<file path="config.mk">
export PLATFORM = sky130hd
export DESIGN_NAME = noc_input_unit
export DESIGN_NICKNAME = d
export VERILOG_FILES = /design/src/rtl/noc_pkg.sv /design/src/rtl/noc_flit_fifo.sv /design/src/rtl/noc_input_unit.sv
export SDC_FILE = /design/constraint.sdc
export NUM_CORES = 1
export LEC_CHECK = 0
export BUFFER_PORTS_ARGS = -buffer_cell sky130_fd_sc_hd__buf_4
export CORE_MARGIN = 3
export CORE_UTILIZATION = 48
export DETAILED_ROUTE_END_ITERATION = 12
export HOLD_SLACK_MARGIN = 0.02
export PLACE_DENSITY = 0.68
export SLEW_MARGIN = 15
export SYNTH_ARGS = -nofsm -noshare
export SYNTH_HDL_FRONTEND = slang
export SYNTH_SLANG_ARGS = --single-unit
</file>
<file path="constraint.sdc">
create_clock -name clk -period 3.7 [get_ports clk]
set_input_delay 0 -clock clk [delete_from_list [all_inputs] [get_ports clk]]
set_output_delay 0 -clock clk [all_outputs]
set_load 0.02 [all_outputs]
</file>
<file path="src/rtl/noc_pkg.sv">
// Shared definitions for the NoC router: output port indices, packet length,
// arbiter sentinel, input-unit FSM states and the XY route computation.
package noc_pkg;

  // Output port order as seen by the per-output arbiters.
  typedef enum logic [2:0] {
    PORT_N = 3'd0,
    PORT_S = 3'd1,
    PORT_E = 3'd2,
    PORT_W = 3'd3,
    PORT_L = 3'd4
  } port_e;

  localparam int unsigned PKT_FLITS = 5;
  localparam logic [2:0]  NO_GRANT  = 3'b111;

  typedef enum logic [1:0] {
    ST_IDLE = 2'd0,
    ST_REQ  = 2'd1,
    ST_XFER = 2'd2
  } state_e;

  // Dimension-ordered route: resolve X first, then Y, else deliver locally.
  // Returns a one-hot request vector indexed by port_e.
  function automatic logic [4:0] xy_route(input int unsigned dst_x,
                                          input int unsigned dst_y,
                                          input int unsigned my_x,
                                          input int unsigned my_y);
    logic [4:0] r;
    if (dst_x > my_x) begin
      r = 5'b00001 << PORT_E;
    end else if (dst_x < my_x) begin
      r = 5'b00001 << PORT_W;
    end else if (dst_y > my_y) begin
      r = 5'b00001 << PORT_N;
    end else if (dst_y < my_y) begin
      r = 5'b00001 << PORT_S;
    end else begin
      r = 5'b00001 << PORT_L;
    end
    return r;
  endfunction

endpackage

</file>
<file path="src/rtl/noc_flit_fifo.sv">
// Synchronous flit FIFO with registered occupancy count. Writes at full and
// reads at empty are ignored; pointers wrap naturally since DEPTH is 2^n.
module noc_flit_fifo #(
  parameter int unsigned DATA_W = 32,
  parameter int unsigned DEPTH  = 8
) (
  input  logic                     clk,
  input  logic                     rst_n,
  input  logic                     wr_en_i,
  input  logic [DATA_W-1:0]        wr_data_i,
  input  logic                     rd_en_i,
  output logic [DATA_W-1:0]        rd_data_o,
  output logic                     full_o,
  output logic                     empty_o,
  output logic [$clog2(DEPTH):0]   count_o
);

  localparam int unsigned AW = $clog2(DEPTH);
  localparam int unsigned CW = AW + 1;

  logic [DATA_W-1:0] mem_q [DEPTH];
  logic [AW-1:0]     wr_ptr_q;
  logic [AW-1:0]     rd_ptr_q;
  logic [CW-1:0]     count_q;
  logic              wr_s;
  logic              rd_s;

  assign wr_s      = wr_en_i & ~full_o;
  assign rd_s      = rd_en_i & ~empty_o;
  assign full_o    = (count_q == CW'(DEPTH));
  assign empty_o   = (count_q == '0);
  assign count_o   = count_q;
  assign rd_data_o = mem_q[rd_ptr_q];

  // Pointer and occupancy bookkeeping.
  always_ff @(posedge clk or negedge rst_n) begin
    if (!rst_n) begin
      wr_ptr_q <= '0;
      rd_ptr_q <= '0;
      count_q  <= '0;
    end else begin
      if (wr_s) begin
        wr_ptr_q <= wr_ptr_q + AW'(1);
      end
      if (rd_s) begin
        rd_ptr_q <= rd_ptr_q + AW'(1);
      end
      count_q <= count_q + CW'(wr_s) - CW'(rd_s);
    end
  end

  // Storage array; contents are don't-care until written.
  always_ff @(posedge clk) begin
    if (wr_s) begin
      mem_q[wr_ptr_q] <= wr_data_i;
    end
  end

endmodule

</file>
<file path="src/rtl/noc_input_unit.sv">
// Router input port: buffers flits, routes each head flit XY-first, requests
// the chosen output arbiter and streams one fixed-length packet per grant.
module noc_input_unit
  import noc_pkg::*;
#(
  parameter int unsigned DATA_W = 32,
  parameter int unsigned DEPTH  = 8,
  parameter int unsigned X_W    = 2,
  parameter int unsigned Y_W    = 2,
  parameter int unsigned MY_X   = 0,
  parameter int unsigned MY_Y   = 0
) (
  input  logic              clk,
  input  logic              rst_n,
  input  logic [DATA_W-1:0] in_flit_i,
  input  logic              in_valid_i,
  output logic              in_ready_o,
  output logic [4:0]        req_o,
  input  logic              grant_i,
  output logic [DATA_W-1:0] flit_o,
  output logic              flit_valid_o,
  input  logic              out_ready_i,
  output logic              xfer_o
);

  localparam int unsigned CW = $clog2(DEPTH) + 1;

  logic              fifo_wr_s;
  logic              fifo_full_s;
  logic              fifo_empty_s;
  logic [DATA_W-1:0] fifo_head_s;
  logic [CW-1:0]     fifo_count_s;
  logic [4:0]        head_route_s;
  logic              last_s;

  state_e            state_q;
  logic [4:0]        route_q;
  logic [4:0]        req_q;
  logic [2:0]        cnt_q;

  // Ready depends only on the registered count, so a pop never frees a slot
  // for a write in the same cycle.
  assign in_ready_o   = (fifo_count_s < CW'(DEPTH));
  assign fifo_wr_s    = in_valid_i & in_ready_o & ~fifo_full_s;

  assign head_route_s = xy_route(32'(fifo_head_s[X_W+Y_W-1:Y_W]),
                                 32'(fifo_head_s[Y_W-1:0]), MY_X, MY_Y);

  // An underrun mid-packet simply deasserts valid; the packet keeps its grant.
  assign flit_valid_o = (state_q == ST_XFER) & ~fifo_empty_s;
  assign xfer_o       = flit_valid_o & out_ready_i;
  assign flit_o       = flit_valid_o ? fifo_head_s : '0;
  assign last_s       = (cnt_q == 3'(PKT_FLITS - 1));
  assign req_o        = req_q;

  noc_flit_fifo #(
    .DATA_W (DATA_W),
    .DEPTH  (DEPTH)
  ) u_fifo (
    .clk       (clk),
    .rst_n     (rst_n),
    .wr_en_i   (fifo_wr_s),
    .wr_data_i (in_flit_i),
    .rd_en_i   (xfer_o),
    .rd_data_o (fifo_head_s),
    .full_o    (fifo_full_s),
    .empty_o   (fifo_empty_s),
    .count_o   (fifo_count_s)
  );

  // Packet FSM: route latch, request hold and flit counting; returning to IDLE
  // for one cycle after the last flit gives the arbiter its re-arbitration gap.
  always_ff @(posedge clk or negedge rst_n) begin
    if (!rst_n) begin
      state_q <= ST_IDLE;
      route_q <= 5'b00000;
      req_q   <= 5'b00000;
      cnt_q   <= 3'd0;
    end else begin
      case (state_q)
        ST_IDLE: begin
          if (!fifo_empty_s) begin
            route_q <= head_route_s;
            req_q   <= head_route_s;
            cnt_q   <= 3'd0;
            state_q <= ST_REQ;
          end
        end
        ST_REQ: begin
          req_q <= route_q;
          if (grant_i) begin
            state_q <= ST_XFER;
          end
        end
        ST_XFER: begin
          if (xfer_o) begin
            if (last_s) begin
              state_q <= ST_IDLE;
              req_q   <= 5'b00000;
              cnt_q   <= 3'd0;
            end else begin
              cnt_q <= cnt_q + 3'd1;
            end
          end
        end
        default: begin
          state_q <= ST_IDLE;
          req_q   <= 5'b00000;
          cnt_q   <= 3'd0;
        end
      endcase
    end
  end

endmodule

</file>
# Word-level counts from Yosys, hierarchy flattened
# Memory sizes are Yosys's and may differ from the RTL's.
# Index checks and enable logic that the tools add are counted.
# totals
ramBits	256
register_bits	25
mem_count	1
# op_classes
muxes	18
reduce_logical	6
n_lt_le_gt_ge	3
n_eq_ne	8
add_sub_neg	5
n_bitwise	9
# memory_table
memory	depth	width	read_ports	rd_clocked_by_memory_dff	wr	line	source
u_fifo.mem_q	8	32	1	0	1	noc_flit_fifo.sv:21	logic [DATA_W-1:0] mem_q [DEPTH];
# ops
op	count
32-bit two-way mux	1
5-bit two-way mux	5
5-bit one-hot mux with 3 select lines	1
3-bit by 1-bit adder with 3-bit output, second input constant	3
3-bit two-way mux	3
3-bit one-hot mux with 3 select lines	1
2-bit two-way mux	4
1-bit AND	6
2-bit inequality test, second input constant	3
2-bit one-hot mux with 3 select lines	1
3-bit AND reduction	2
4-bit by 1-bit adder with 4-bit output	1
4-bit == test, second input constant	1
2-bit by 1-bit > comparator with 1-bit output, second input constant	2
4-bit zero test	1
4-bit less-than comparator, second input constant	1
4-bit AND reduction	1
4-bit by 1-bit subtractor with 4-bit output	1
3-bit == test, second input constant	1
1-bit inverter	3
2-bit by 1-bit == test with 1-bit output, second input constant	1
2-bit == test, second input constant	1
2-bit zero test	1
1-bit two-way mux	2
2 further kinds	2

# Depth between registers and ports, before layout
# logic_depth
word_depth	6
ltp_mapped	10

# By module
# A second synthesis with hierarchy kept.
# unflattened
cells_unflattened	529
hier_area_um2	11162.0
# modules_own_cells
mod	area_each_um2	instances	cells_per_inst	seq_area_each_um2
noc_flit_fifo	10298.6	1	427	7937.6
noc_input_unit	863.3	1	102	275.3

# Least setup slack after synthesis
# OpenSTA, ideal clock, no wires.
# synth_timing
path_kind	register to register
startpoint	register u_fifo.count_q[3] (netlist: u_fifo.count_o[3])
endpoint	memory u_fifo.mem_q[4][0] (enable)
setup_time_ns	0.461
required_ns	3.239
arrival_ns	3.411
n_path_buf	0
slack_ns	-0.172
synth_period_minus_slack_ns	3.872
path_stages_with_launch	5
path_cell_list	dfrtp_1 ha_1 a311oi_2 nand2_1 nor3_1
# synth_via
elab_chain_len	6
word_cells_on_any_way	8
# synth_rtl
item	line	source
from (decl)	noc_flit_fifo.sv:24	logic [CW-1:0] count_q;
from (signal assigned)	noc_flit_fifo.sv:48	count_q <= count_q + CW'(wr_s) - CW'(rd_s);
4-bit less-than comparator or 4-bit == test (tied branches)	noc_input_unit.sv:43, noc_flit_fifo.sv:30	
1-bit AND or 1-bit inverter (tied branches)	noc_input_unit.sv:44, noc_flit_fifo.sv:28	
1-bit AND	noc_input_unit.sv:44	assign fifo_wr_s = in_valid_i & in_ready_o & ~fifo_full_s;
1-bit AND (*)	noc_flit_fifo.sv:28	assign wr_s = wr_en_i & ~full_o;
net u_fifo.wr_s	noc_flit_fifo.sv:25	logic wr_s;
1-bit two-way mux (*)	noc_flit_fifo.sv:54	if (wr_s) begin
1-bit two-way mux (not written as such) (*)	noc_flit_fifo.sv:55	mem_q[wr_ptr_q] <= wr_data_i;
to (decl)	noc_flit_fifo.sv:21	
# Mark *: on every way through the listed nets, which the timed path passes. The rest lies on a longest branch.

# Worst setup path after layout
# layout_timing
startpoint	register u_fifo.rd_ptr_q[0]
endpoint	output port flit_o[16]
# layout_via
elab_chain_len	2
# layout_rtl
item	line	source
from (decl)	noc_flit_fifo.sv:23	logic [AW-1:0] rd_ptr_q;
from (signal assigned)	noc_flit_fifo.sv:46	rd_ptr_q <= rd_ptr_q + AW'(1);
memory 8 x 32 bit	n/a	
32-bit two-way mux	noc_input_unit.sv:52	assign flit_o = flit_valid_o ? fifo_head_s : '0;
to (decl)	noc_input_unit.sv:20	output logic [DATA_W-1:0] flit_o,
# No other way between the ends.

==> results.yml <==
floorplan:
  core-area_um2: 22200
  row_count: 54
  die_area_um2: 24700
  die_x_um: 157
  io_pins: 77
  start_util_pct: 49.5
  die_h_um: 157
synth:
  synth.distinct_cells: 45
  synthXorXnorAreaFrac_pct: 0.479
  synthFlopType: "edfxtp_1"
  ys_ff_latch: 277
  yosysSeqAreaShare_pct: 74.9
  ys_warn_count: 0
  async_reset_ff_share_pct: 7.58
  synth_area_leaders: "edfxtp_1 70%, mux4_2 13%, dfrtp_1 4.8%"
  synth_top_family_by_area: "multiplexers"
  synth_cells: 529
  synth_simple_gate_area_share_pct: 2.91
  synth-edff-count: 256
  synth_mux_area_share_pct: 16.7
  synth_top_cells_by_count: "256 x edfxtp_1, 63 x mux4_2, 39 x nor2_1"
  synthAdderAreaFrac_pct: 1.32
  yosysTopAreaCell: "edfxtp_1"
  synth_top_area_share_pct: 70.1
  synth_compound_area_share_pct: 1.76
  synthesis.area_um2: 11000
  avgSynthCellArea_um2: 20.7
  yosysMostFrequentCell: "edfxtp_1"
clock_tree:
  post_cts_resized: 0
  cts_sinks: 277
  cts-root-buf: "clkbuf_16"
  cts_made_buffers: 28
  h-tree-depth: 1
  cts_tree: "done"
  insertion_delay_ns: 0.54
  cts.path.max_buffers: 3
  clk_pin_slew_ns: 0.06
  postCtsSetupBuffers: 0
hold_path:
  hold_end: "state_q[0]"
  min_from: "grant_i"
  min_path_type: "in2reg"
  min_path_cells: 3
critical_path:
  crit_path_end_kind: "output port"
  cp.required_ns: 3.70
  rr_worst_depth: 5
  r2r-start: "u_fifo.count_o[3]"
  crit_fanout: 34
  rr_endpoint: "u_fifo.mem_q[4][31]"
  startpoint_type: "flip-flop"
  crit_type: "reg2out"
  worstPathArrival_ns: 2.89
  r2r_setup_slack_ns: 1.01
sta:
  whs_ns: 0.218
  rsz0062_at_grt: "no"
  slew_viol_final: 0
  setup_viol: 0
  hold_violations: 0
  fin_crit_sh_pct: 78.0
  period_needed_ns: 2.89
  worst_pin_slew_ns: 1.03
  finClkSkew_ns: 0.0200
  final.setup.tns_ns: 0
  clock.fmax_ghz: 0.346
  timing.slew.headroom_pct: 31.6
placement:
  io_buffers: 74
  gp_congestion: 0.711
  post-dp-hpwl_um: 11700
power:
  leakage_uw: 0.00456
  power.total_uw: 9700
  vdd_drop_max_v: 0.000432
  powerDensity_nw_per_um2: 736
route:
  viasPerCell: 5.56
  drc: 0
  drtPass1Iterations: 4
  ant_nets: 0
  routedWlPerCell_um: 21.6
  drt_iter0_drc: 294
  drt_wl_total_um: 20700
  num_vias: 5332
grt:
  grt_pass1_vias: 5689
  grt_overflow: 0
  antenna_found_initial: 0
  grt_pass1_wl_um: 32500
  grt_max_degree: 65
  gr-usage-all-layers_pct: 17.1
final_layout:
  syn2layout_area_growth_pct: 20.2
  n_antenna_cell: 0
  fin_nets: 705
  drive_gt1_share_pct: 31.5
status:
  status: "complete, no violations"
run:
  cap_violations: 0
where the power goes:
group          switching (uW)  internal [uW]  leakage (uW)
clock network            1130           1630      0.000444
registers                 495           3830       0.00257
logic                    1260           1360       0.00154
final cells by class:
class                   instances  area [um2]
flip-flops and latches        277        8220
inverters                      14        52.6
repair buffers                123        1030
multi-input cells             213        2620
well taps                     280         350
clock buffers                  37         744
clock inverters                15         161
fillers                      1609        8980
state kept, by name, summed over array words and instances (netlist names):
signal / cells
u_fifo.mem_q: 256
u_fifo.count_o: 4
cnt_q: 3
req_o: 3
route_q: 3
u_fifo.rd_ptr_q: 3
u_fifo.wr_ptr_q: 3
state_q: 2
layer usage:
layer  GRT usage (%)  wire (um)  up-vias
met5               0          0        -
met2            29.4      10800      109
li1                -          -     2391
met3            2.80        888       30
met4            4.26        371        0
met1            23.2       8650     2802
worst max-delay path, cell delays in order (launching register included):
cell and delay, ns:
dfrtp_4 0.86, buf_12 0.34, mux4_2 0.57, mux2i_1 0.20
nor2_1 0.09, buf_4 0.21
repair_timing:
| action | in CTS | in global routing |
|---|---|---|
| setup endpoints to repair | 0 | 0 |
| hold buffers | 37 | 0 |
| hold endpoints to repair | 286 | 0 |
cell usage in the layout (no fill, tap or decap), drive strengths merged, types with 2 or more instances in the layout:
cell	netlist	routed
clkinv	0	11
ha	10	10
a21o	5	5
nand2b	4	4
mux4	64	64
mux2i	32	32
nand2	9	9
conb	1	2
nor2	39	39
inv	14	15
a31oi	2	2
nor2b	3	3
bufinv	0	3
o211ai	3	3
nor3b	3	3
xor2	3	3
o21ai	5	5
dlygate4sd3	0	37
or2	2	2
buf	17	86
a21oi	3	3
dfrtp	21	21
xnor2	3	3
clkbuf	9	37
mux2	4	4
nor3	5	5
edfxtp	256	256
through the flow:
| stage | cells | instance area (um2) | util [%] | setup WS, ns |
|---|---|---|---|---|
| floorplan | 530 | 11000 | - | 0.681 |
| global placement | 870 | 11900 | 53.7 | 1.02 |
| detailed placement | 870 | 11900 | 53.7 | 0.976 |
| CTS | 959 | 13200 | 59.5 | 0.708 |
| global route | 959 | 13200 | 59.5 | 0.608 |
| finish | 959 | 13200 | 59.5 | 0.813 |
worst max-delay path by stage:
stage                          end               start  slack [ns]  cells after the start
3_3_place_gp   u_fifo.mem_q[4][20]   u_fifo.count_o[3]        1.02                      5
5_1_grt                 flit_o[16]  u_fifo.rd_ptr_q[0]        0.61                      5
2_1_floorplan   u_fifo.mem_q[7][0]   u_fifo.count_o[3]        0.68                      4
4_1_cts                 flit_o[16]  u_fifo.rd_ptr_q[0]        0.71                      5
3_5_place_dp   u_fifo.mem_q[4][18]   u_fifo.count_o[3]        0.98                      5
6_report                flit_o[16]  u_fifo.rd_ptr_q[0]        0.81                      5
kinds of logic (layout without fill, tap and decap cells):
kind of cell,Yosys count,count (layout)
flops,277,277
mux,100,100
simple gates,69,69
buf+inv,40,189
compound gates,25,25
fa+ha+maj,11,11
xor+xnor,6,6
other cells,1,2
(Power assumes the default switching activity.)
